### config.mk
export PLATFORM = sky130hd
export DESIGN_NAME = serial_sub
export DESIGN_NICKNAME = d
export VERILOG_FILES = /design/src/rtl/serial_sub.sv
export SDC_FILE = /design/constraint.sdc
export NUM_CORES = 1
export LEC_CHECK = 0
export ABC_CLOCK_PERIOD_IN_PS = 3400
export CAP_MARGIN = 30
export CORE_MARGIN = 2
export CORE_UTILIZATION = 40
export DETAILED_ROUTE_END_ITERATION = 6
export GPL_TIMING_DRIVEN = 1
export HOLD_SLACK_MARGIN = 0.15
export PLACE_DENSITY_LB_ADDON = 0.05
export RECOVER_POWER = 50
export SLEW_MARGIN = 20
export SYNTH_ARGS = -nofsm -noshare
export SYNTH_HDL_FRONTEND = slang
export SYNTH_SLANG_ARGS = --single-unit
### constraint.sdc
create_clock -name clk -period 3.4 [get_ports clk]
set_input_delay 0.68 -clock clk [delete_from_list [all_inputs] [get_ports clk]]
set_output_delay 0.68 -clock clk [all_outputs]
set_load 0.03 [all_outputs]
### src/rtl/serial_sub.sv
// Bit-serial subtractor: computes a - b - bin one bit per clock, LSB first,
// and presents the difference, borrow-out and signed overflow as registered outputs.
module serial_sub #(
    parameter int WIDTH = 8
) (
    input  logic             clk,
    input  logic             rst,
    input  logic             start,
    input  logic [WIDTH-1:0] a,
    input  logic [WIDTH-1:0] b,
    input  logic             bin,
    output logic             busy,
    output logic             done,
    output logic [WIDTH-1:0] di,
    output logic             ba,
    output logic             ovf
);

    localparam int CNT_W = $clog2(WIDTH) + 1;

    typedef enum logic [1:0] {
        IDLE = 2'd0,
        RUN  = 2'd1,
        DONE = 2'd2
    } state_t;

    state_t           state;
    state_t           state_next;
    logic [WIDTH-1:0] a_sr;
    logic [WIDTH-1:0] b_sr;
    logic [WIDTH-1:0] res_sr;
    logic             br;
    logic [CNT_W-1:0] cnt;

    logic x;
    logic y;
    logic d;
    logic br_next;
    logic last_bit;
    logic accept;

    // Full-subtractor slice on the current LSBs of the operand shift registers.
    always_comb begin
        x        = a_sr[0];
        y        = b_sr[0];
        d        = x ^ y ^ br;
        br_next  = (~x & y) | (~(x ^ y) & br);
        last_bit = (cnt == CNT_W'(WIDTH - 1));
        accept   = start && (state != RUN);
    end

    // NOTE: every signal written here gets a default first, so no path can leave
    // it unassigned and infer a latch.
    always_comb begin
        state_next = state;
        case (state)
            IDLE:    if (start) state_next = RUN;
            RUN:     if (last_bit) state_next = DONE;
            DONE:    state_next = start ? RUN : IDLE;
            default: state_next = IDLE;
        endcase
    end

    // NOTE: sequential state uses non-blocking assignments so every flop samples
    // the pre-edge values, independent of statement order.
    always_ff @(posedge clk) begin
        if (rst) state <= IDLE;
        else     state <= state_next;
    end

    always_ff @(posedge clk) begin
        if (rst) begin
            busy   <= 1'b0;
            done   <= 1'b0;
            di     <= '0;
            ba     <= 1'b0;
            ovf    <= 1'b0;
            a_sr   <= '0;
            b_sr   <= '0;
            res_sr <= '0;
            br     <= 1'b0;
            cnt    <= '0;
        end else begin
            busy <= (state_next == RUN);
            done <= (state_next == DONE);
            if (accept) begin
                a_sr <= a;
                b_sr <= b;
                br   <= bin;
                cnt  <= '0;
            end else if (state == RUN) begin
                a_sr   <= a_sr >> 1;
                b_sr   <= b_sr >> 1;
                br     <= br_next;
                res_sr <= {d, res_sr[WIDTH-1:1]};
                cnt    <= cnt + 1'b1;
                // Final bit: the borrow entering it and the one leaving it give ovf.
                if (last_bit) begin
                    di  <= {d, res_sr[WIDTH-1:1]};
                    ba  <= br_next;
                    ovf <= br ^ br_next;
                end
            end
        end
    end

endmodule

# Yosys cells after proc, flatten, opt, wreduce, memory -nomap -nowiden
# Cells that the tools add are included.
[totals]
wordCells = 43
input_bits = 20
regBits = 43
[op_classes]
addsub = 1
mux = 10
reduce_logical = 6
n_eq_ne = 6
bitwise = 9
[ops]
columns = ["op", "n"]
rows = [
  ["$mux 8", 4],
  ["$pmux 2 s3", 1],
  ["$add 4x1->4 const B", 1],
  ["$eq 2x1->1 const B", 2],
  ["$eq 2x2->1 const B", 2],
  ["$eq 4x3->1 const B", 1],
  ["$mux 2", 2],
  ["$mux 1", 3],
  ["$not 1->1", 3],
  ["$reduce_and 3->1", 1],
  ["$xor 1x1->1", 3],
  ["$and 1x1->1", 2],
  ["$logic_not 2->1", 1],
  ["$ne 2x1->1 const B", 1],
  ["$reduce_and 2->1", 1],
  ["$reduce_bool 2->1", 1],
  ["$reduce_or 2->1", 1],
  ["$logic_and 1x1->1", 1],
  ["$or 1x1->1", 1],
]

# Depth between registers and ports, before layout
# Gate-level depths: netlist of the first run.
[logic_depth]
word_depth = 6
mapped_depth = 5
ltp_nobuf = 4

# Worst setup path after synthesis of the first run
# OpenSTA, ideal clock, no wires.
[synth_path]
path_kind = "input -> register"
start = "input rst"
end = "register a_sr[7]"
slack_ns = 2.034
t_required_ns = 3.267
setup_time_ns = 0.133
cell_stages = 3
arrival_ns = 1.233
cell_sequence = "clkbuf_1 -> clkbuf_1 -> nor3_1"
[synth_rtl]
columns = ["element", "line_no", "rtl"]
rows = [
  ["start, declared", "7", "input logic rst,"],
  ["end signal, assigned", "92", "a_sr <= a_sr >> 1;"],
  ["end, declared", "29", "logic [WIDTH-1:0] a_sr;"],
]
# No word-level cell between the ends.

# Worst setup path in the final report of the first run
[layout_path]
start = "input rst"
end = "register state[1]"
[layout_rtl]
columns = ["element", "line_no", "rtl"]
rows = [
  ["end signal, assigned", "68", "else state <= state_next;"],
  ["end, declared", "27", "state_t state;"],
]
# No word-level cell between the ends.

==> results of run 1 <==
## through the flow
stage          power (mW)  setup slack (ps)  instances
4_1_cts              1.04              1390        261
5_1_grt              1.08               703        261
3_3_place_gp        0.656              1250        253
2_1_floorplan       0.623              2030        186
3_5_place_dp        0.660              1230        253
6_report             1.03               864        261
## report_power, final
| part | internal, mW | switching, mW |
|---|---|---|
| Sequential | 0.516 | 0.0134 |
| Clock | 0.220 | 0.162 |
| Combinational | 0.0561 | 0.0611 |
## final cells by class
class / instances / area, um^2
Clock buffer: 7 / 76.3
Tap cell: 50 / 62.6
Timing Repair Buffer: 35 / 333
Clock inverter: 1 / 30.0
Multi-Input combinational cell: 125 / 777
Fill cell: 360 / 1930
Sequential cell: 42 / 841
Inverter: 1 / 3.75
## layer usage
layer  track usage  wire length, um  vias up
li1              -                -      699
met1         0.175             1560      618
met2         0.250             1520       38
met3        0.0392              174        7
met4        0.0719               65        0
met5             0                0        -
## kinds of logic (layout without fill, tap and decap cells)
group,Yosys count,count (layout),synth area share
multiplexers,18,18,0.108
flip-flops,42,42,0.489
adder cells (fa/ha/maj),2,2,0.0189
AO/OA/AOI/OAI,48,48,0.171
AND/OR/NAND/NOR,56,56,0.151
XOR/XNOR,1,1,0.00510
buffers and inverters,19,44,0.0568
## worst paths after layout
check	cells past startpoint	slack (ps)	end
worst min register to register	2	470	res_sr[1]
worst max-delay path	3	860	state[1]
worst max register to register	4	1690	a_sr[4]
worst min-delay path	2	470	res_sr[1]
## synthesized netlist by cell type
| cell | n | area, um^2 |
|---|---|---|
| ha_1 | 1 | 12.5 |
| a211oi_2 | 1 | 12.5 |
| nor2b_1 | 2 | 12.5 |
| or3_1 | 1 | 6.26 |
| fa_1 | 1 | 20.0 |
| mux2_4 | 1 | 15.0 |
| nand2_1 | 13 | 48.8 |
| buf_2 | 6 | 30.0 |
| inv_1 | 1 | 3.75 |
| nand2b_1 | 2 | 12.5 |
| clkbuf_1 | 8 | 30.0 |
| buf_6 | 1 | 11.3 |
| and3b_1 | 1 | 8.76 |
| clkbuf_4 | 1 | 7.51 |
| nor2_1 | 19 | 71.3 |
| xnor2_1 | 1 | 8.76 |
| mux2i_1 | 17 | 170 |
| a21oi_1 | 20 | 100 |
| nor3_1 | 4 | 20.0 |
| nand3_1 | 10 | 50.1 |
| a31oi_1 | 1 | 6.26 |
| buf_4 | 2 | 15.0 |
| nand3b_1 | 4 | 30.0 |
| a211oi_1 | 18 | 135 |
| o21ai_0 | 8 | 40.0 |
| dfxtp_1 | 42 | 841 |
## flip-flops by register name, summed over array words and instances (netlist names)
signal / cells
busy: 1
di: 8
cnt: 4
b_sr: 8
done: 1
ba: 1
ovf: 1
br: 1
a_sr: 8
state: 2
res_sr: 7
## worst max-delay path, delay by kind of cell
family        cells  cell delay, ps
buf+inv           2            1830
simple gates      1             140
==> impl_metrics.prom, run 1 <==
# TYPE chip_impl_metric gauge
chip_impl_metric{name="global_route.usage.total",unit=""} 0.149
chip_impl_metric{name="synth.avg_cell_area",unit="um^2"} 9.24
chip_impl_metric{name="setup_viol",unit=""} 0
chip_impl_metric{name="worst_ir_drop_on_vdd",unit="uV"} 211
chip_impl_info{name="status",value="complete, no violations"} 1
chip_impl_metric{name="syn_area",unit="mm^2"} 0.00172
chip_impl_metric{name="source_to_sink_clock_delay_at_the_later_pin_of_the_worst_skew_pair",unit="ps"} 290
chip_impl_metric{name="clockBufferDepth",unit=""} 2
chip_impl_metric{name="antenna_left",unit=""} 0
chip_impl_info{name="cts_root_buffer",value="clkbuf_8"} 1
chip_impl_info{name="worstSetupPathType",value="in2reg"} 1
chip_impl_metric{name="core.rowCount",unit=""} 23
chip_impl_metric{name="grt_overflow_total",unit=""} 0
chip_impl_info{name="cells_traversed_along_the_worst_timing_path",value="dlygate4sd3_1, clkbuf_1, nor3_1"} 1
chip_impl_metric{name="hold-worst-slack",unit="ps"} 470
chip_impl_metric{name="layout-drive-gt1-share",unit=""} 0.0427
chip_impl_metric{name="layout_worst_path_cycle_share",unit=""} 0.746
chip_impl_metric{name="maxCapViolCount",unit=""} 0
chip_impl_metric{name="place.gp.congestion",unit=""} 0.677
chip_impl_info{name="clock_tree_from_tritoncts",value="yes"} 1
chip_impl_metric{name="count_of_port_buffers_added_during_placement",unit=""} 31
chip_impl_metric{name="fp.dieW",unit="um"} 69.6
chip_impl_metric{name="drt-wirelength-per-cell",unit="um"} 12.8
chip_impl_metric{name="timing.final.crit_period",unit="ps"} 2540
chip_impl_metric{name="vias_in_the_first_global_route",unit=""} 1320
chip_impl_metric{name="numClockSinks",unit=""} 42
chip_impl_metric{name="fmax",unit="MHz"} 394
chip_impl_metric{name="routed_via_density",unit=""} 5.22
chip_impl_metric{name="coreArea",unit="mm^2"} 0.00406
chip_impl_info{name="setup_repair_after_global_routing_missed_its_margin",value="false"} 1
chip_impl_metric{name="die_outline_area",unit="mm^2"} 0.00484
chip_impl_metric{name="cell_area_placed",unit="mm^2"} 0.00203
chip_impl_metric{name="wire_length_of_the_first_global_routing_pass",unit="um"} 5780
chip_impl_info{name="layout.cells.most_common",value="dfxtp_1"} 1
chip_impl_metric{name="worst_ep_arrival_time",unit="ps"} 2670
chip_impl_metric{name="initial_core_util",unit=""} 0.424
chip_impl_metric{name="pwr_density_cell",unit="mW/mm^2"} 484
chip_impl_info{name="reg2reg_from",value="state[1]"} 1
chip_impl_metric{name="slew_violations",unit=""} 0
chip_impl_metric{name="insertedDiodeCount",unit=""} 0
chip_impl_info{name="worstSetupStartpoint",value="rst"} 1
chip_impl_metric{name="worst-slew-pin-transition",unit="ps"} 1330
chip_impl_metric{name="vias",unit=""} 1362
chip_impl_metric{name="wl",unit="um"} 3330
chip_impl_metric{name="drt-initial-drc-count",unit=""} 65
chip_impl_metric{name="remaining_drc_errors",unit=""} 0
chip_impl_info{name="worstSetupEndpointType",value="flop"} 1
chip_impl_metric{name="synthesis_stage_register_bit_count",unit=""} 42
chip_impl_metric{name="max_slew_margin",unit=""} 0.111
chip_impl_metric{name="count_of_tritonroute_iterations_in_the_first_routing_pass",unit=""} 4
chip_impl_info{name="min-delay-start",value="res_sr[1]"} 1
chip_impl_metric{name="synth_unique_cells",unit=""} 26
chip_impl_metric{name="area.growth.synth_to_final",unit="%"} 23.5
chip_impl_metric{name="chip_height",unit="um"} 69.6
chip_impl_metric{name="cts.htree.levels",unit=""} 2
chip_impl_metric{name="setup_total_negative_slack",unit="ps"} 0
chip_impl_metric{name="grt_start_max_net_pins",unit=""} 33
chip_impl_metric{name="synth_sequential_area_ratio",unit=""} 0.489
chip_impl_metric{name="critical_path_peak_fanout",unit=""} 28
chip_impl_metric{name="synth_nets",unit=""} 208
chip_impl_metric{name="layout.core_utilization",unit=""} 0.523
chip_impl_metric{name="netlist_instances",unit=""} 186
chip_impl_metric{name="num_io_pins",unit=""} 32
chip_impl_info{name="final_cell_mix",value="dfxtp_1 (42), clkdlybuf4s50_1 (29), a21oi_1 (20)"} 1
chip_impl_metric{name="final_net_count",unit=""} 232
chip_impl_metric{name="cts.repair_timing.setup_buffer_count",unit=""} 0
chip_impl_metric{name="yosysWarnings",unit=""} 0
chip_impl_metric{name="fin_worst_skew",unit="ps"} 8.30
chip_impl_metric{name="required",unit="ps"} 3530
chip_impl_metric{name="cp_slowest_stage_delay",unit="ps"} 940
chip_impl_metric{name="resize_count_post_cts",unit=""} 0
chip_impl_info{name="critical-path-slowest-cell",value="clkbuf_1"} 1
chip_impl_metric{name="finalInstanceArea",unit="mm^2"} 0.00212
chip_impl_metric{name="tritoncts_buffers",unit=""} 5
chip_impl_info{name="timing.hold.worst.class",value="reg2reg"} 1
chip_impl_info{name="cp-start-kind",value="primary input"} 1
chip_impl_metric{name="place_hpwl",unit="um"} 2190
chip_impl_metric{name="cts_hold_repair.buffers",unit=""} 0
chip_impl_metric{name="report.final.hold_viol_count",unit=""} 0
chip_impl_metric{name="leakage_power_summed_over_all_cells",unit="nW"} 0.775
chip_impl_metric{name="initial_antenna_violation_count",unit=""} 0
chip_impl_metric{name="cts.reportedPaths.clkPinSlew",unit="ps"} 80
(Power assumes the default switching activity.)
==> inputs of run 2 (changes only) <==
Settings changed: ABC_CLOCK_PERIOD_IN_PS 3400 to 2550.
Clock period 3.4 ns to 2.55 ns, I/O delays scaled along.
==> run 2 against run 1 <==
Against the previous run:
- worst setup slack lost 140 ps
- count of clock-buffer cells in the layout shrank 1
- critical path depth shrank 2
- largest power group unchanged
- worst hold slack gained 1.0 ps
- utilization shrank 0.31 points
- sequential share of layout area grew 0.23 points
- sequential power grew 33%
- largest cell class unchanged
==> impl_metrics.prom, run 2 (same netlist as run 1, synthesis figures left out) <==
# TYPE chip_impl_metric gauge
chip_impl_info{name="reg_top3",value="a_sr x8, b_sr x8, di x8"} 1
chip_impl_info{name="cp-start-kind",value="flop"} 1
chip_impl_metric{name="met2_length",unit="um"} 1530
chip_impl_metric{name="clockBufferDepth",unit=""} 2
chip_impl_info{name="setup_repair_after_global_routing_missed_its_margin",value="false"} 1
chip_impl_metric{name="grt_overflow_total",unit=""} 0
chip_impl_info{name="final_cell_mix",value="dfxtp_1 (42), clkdlybuf4s50_1 (30), a21oi_1 (20)"} 1
chip_impl_metric{name="cp_slowest_stage_delay",unit="ps"} 680
chip_impl_metric{name="count_of_tritonroute_iterations_in_the_first_routing_pass",unit=""} 4
chip_impl_metric{name="met1_length",unit="um"} 1580
chip_impl_metric{name="finalInstanceArea",unit="mm^2"} 0.00211
chip_impl_metric{name="initial_core_util",unit=""} 0.424
chip_impl_metric{name="insertedDiodeCount",unit=""} 0
chip_impl_metric{name="area.growth.synth_to_final",unit="%"} 22.8
chip_impl_metric{name="drt-wirelength-per-cell",unit="um"} 12.7
chip_impl_metric{name="layout_worst_path_cycle_share",unit=""} 0.716
chip_impl_info{name="timing.hold.worst.class",value="reg2reg"} 1
chip_impl_info{name="critical-path-slowest-cell",value="clkdlybuf4s50_1"} 1
chip_impl_metric{name="vias",unit=""} 1351
chip_impl_metric{name="place.gp.congestion",unit=""} 0.691
chip_impl_metric{name="routed_via_density",unit=""} 5.20
chip_impl_metric{name="worst_ep_arrival_time",unit="ps"} 1310
chip_impl_metric{name="global_route.usage.total",unit=""} 0.147
chip_impl_info{name="worstSetupPathType",value="reg2out"} 1
chip_impl_metric{name="reg2reg_slack",unit="ps"} 1070
chip_impl_metric{name="layout-drive-gt1-share",unit=""} 0.0571
chip_impl_metric{name="maxCapViolCount",unit=""} 0
chip_impl_metric{name="numClockSinks",unit=""} 42
chip_impl_metric{name="finalPower",unit="mW"} 1.29
chip_impl_metric{name="drt-initial-drc-count",unit=""} 89
chip_impl_metric{name="routed-wl-met3",unit="um"} 155
chip_impl_metric{name="num_io_pins",unit=""} 32
chip_impl_info{name="cts_root_buffer",value="clkbuf_8"} 1
chip_impl_metric{name="cts.repair_timing.setup_buffer_count",unit=""} 0
chip_impl_metric{name="count_of_port_buffers_added_during_placement",unit=""} 31
chip_impl_metric{name="worst-slew-pin-transition",unit="ps"} 823
chip_impl_metric{name="pwr_density_cell",unit="mW/mm^2"} 609
chip_impl_metric{name="antenna_left",unit=""} 0
chip_impl_info{name="critPathTopFamily",value="buffers and inverters"} 1
chip_impl_info{name="cells_traversed_along_the_worst_timing_path",value="clkdlybuf4s50_1"} 1
chip_impl_info{name="clock_tree_from_tritoncts",value="yes"} 1
chip_impl_metric{name="resize_count_post_cts",unit=""} 0
chip_impl_metric{name="report.final.hold_viol_count",unit=""} 0
chip_impl_metric{name="wire_length_of_the_first_global_routing_pass",unit="um"} 5840
chip_impl_metric{name="timing.critical_path.depth",unit=""} 1
chip_impl_metric{name="leakage_power_summed_over_all_cells",unit="nW"} 0.779
chip_impl_metric{name="chip_height",unit="um"} 69.6
chip_impl_metric{name="core.rowCount",unit=""} 23
chip_impl_info{name="reg2reg_from",value="cnt[0]"} 1
chip_impl_info{name="worstSetupEndpointType",value="output pin"} 1
chip_impl_metric{name="timing.final.crit_period",unit="ps"} 1820
chip_impl_info{name="maxUsedRoutingLayer",value="met4"} 1
chip_impl_metric{name="grt_start_max_net_pins",unit=""} 43
chip_impl_metric{name="max_slew_margin",unit=""} 0.451
chip_impl_metric{name="cts_hold_repair.buffers",unit=""} 0
chip_impl_metric{name="cell_area_placed",unit="mm^2"} 0.00204
chip_impl_metric{name="final_net_count",unit=""} 233
chip_impl_metric{name="setup_viol",unit=""} 0
chip_impl_metric{name="cts.reportedPaths.clkPinSlew",unit="ps"} 80
chip_impl_metric{name="coreArea",unit="mm^2"} 0.00406
chip_impl_info{name="status",value="complete, no violations"} 1
chip_impl_metric{name="setup_total_negative_slack",unit="ps"} 0
chip_impl_metric{name="fin_worst_skew",unit="ps"} 6.83
chip_impl_metric{name="vias_in_the_first_global_route",unit=""} 1354
chip_impl_info{name="worstSetupStartpoint",value="di[7]"} 1
chip_impl_metric{name="fmax",unit="MHz"} 548
chip_impl_metric{name="critical_path_peak_fanout",unit=""} 2
chip_impl_metric{name="die_outline_area",unit="mm^2"} 0.00484
chip_impl_metric{name="remaining_drc_errors",unit=""} 0
chip_impl_metric{name="worst_ir_drop_on_vdd",unit="uV"} 284
chip_impl_metric{name="initial_antenna_violation_count",unit=""} 0
chip_impl_metric{name="source_to_sink_clock_delay_at_the_later_pin_of_the_worst_skew_pair",unit="ps"} 290
chip_impl_metric{name="reg2regPathDepth",unit=""} 4
chip_impl_info{name="cp-endpoint",value="di[7]"} 1
chip_impl_metric{name="cp_num_buf_inv",unit=""} 1
chip_impl_metric{name="required",unit="ps"} 2040
chip_impl_metric{name="tritoncts_buffers",unit=""} 5
chip_impl_info{name="regToRegEndpoint",value="di[2]"} 1
chip_impl_metric{name="place_hpwl",unit="um"} 2150
chip_impl_metric{name="cts.htree.levels",unit=""} 2
chip_impl_metric{name="fp.dieW",unit="um"} 69.6
chip_impl_metric{name="slew_violations",unit=""} 0
chip_impl_info{name="layout.cells.most_common",value="dfxtp_1"} 1
chip_impl_metric{name="wl",unit="um"} 3290
## run 2: cell count changes in the layout (fill, tap and decap cells not counted), sizes merged
cell,before,now
bufinv,1,0
clkdlybuf4s50,29,30
dlygate4sd3,2,1
buf,2,4
clkbuf,9,7
## run 2: power by group
part / leakage (nW) / internal [mW] / switching, mW
Combinational: 0.393 / 0.0775 / 0.0800
Clock: 0.0431 / 0.209 / 0.213
Sequential: 0.343 / 0.687 / 0.0185
## run 2: through the flow
stage                     cells  utilization  hold slack, ps  setup WS (ps)
after CTS                   260        0.522             472            705
after floorplan             186            -             437           1320
after detailed placement    254        0.502             461            800
after global placement      254        0.502             446            821
after global routing        260        0.520             488            659
final                       260        0.520             471            725
## run 2: layer usage
metal / global-route usage / up-vias
met5: 0 / -
met2: 0.252 / 27
met1: 0.176 / 618
li1: - / 701
met3: 0.0552 / 5
met4: 0.0327 / 0
## run 2: final cells by class
cell class | count | area [um^2]
Inverter | 1 | 3.75
Timing Repair Buffer | 36 | 345
Multi-Input combinational cell | 125 | 776
Clock buffer | 6 | 82.6
Sequential cell | 42 | 841
Tap cell | 50 | 62.6
Fill cell | 364 | 1950
## run 2: worst min path at each step
stage                   start         to  slack [ps]  cells after the start
CTS                 res_sr[5]  res_sr[4]         470                      2
floorplan           res_sr[1]  res_sr[1]         440                      2
global placement    res_sr[1]  res_sr[1]         450                      2
detailed placement  res_sr[5]  res_sr[4]         460                      2
finish              res_sr[6]  res_sr[5]         470                      2
global route        res_sr[1]  res_sr[1]         490                      2
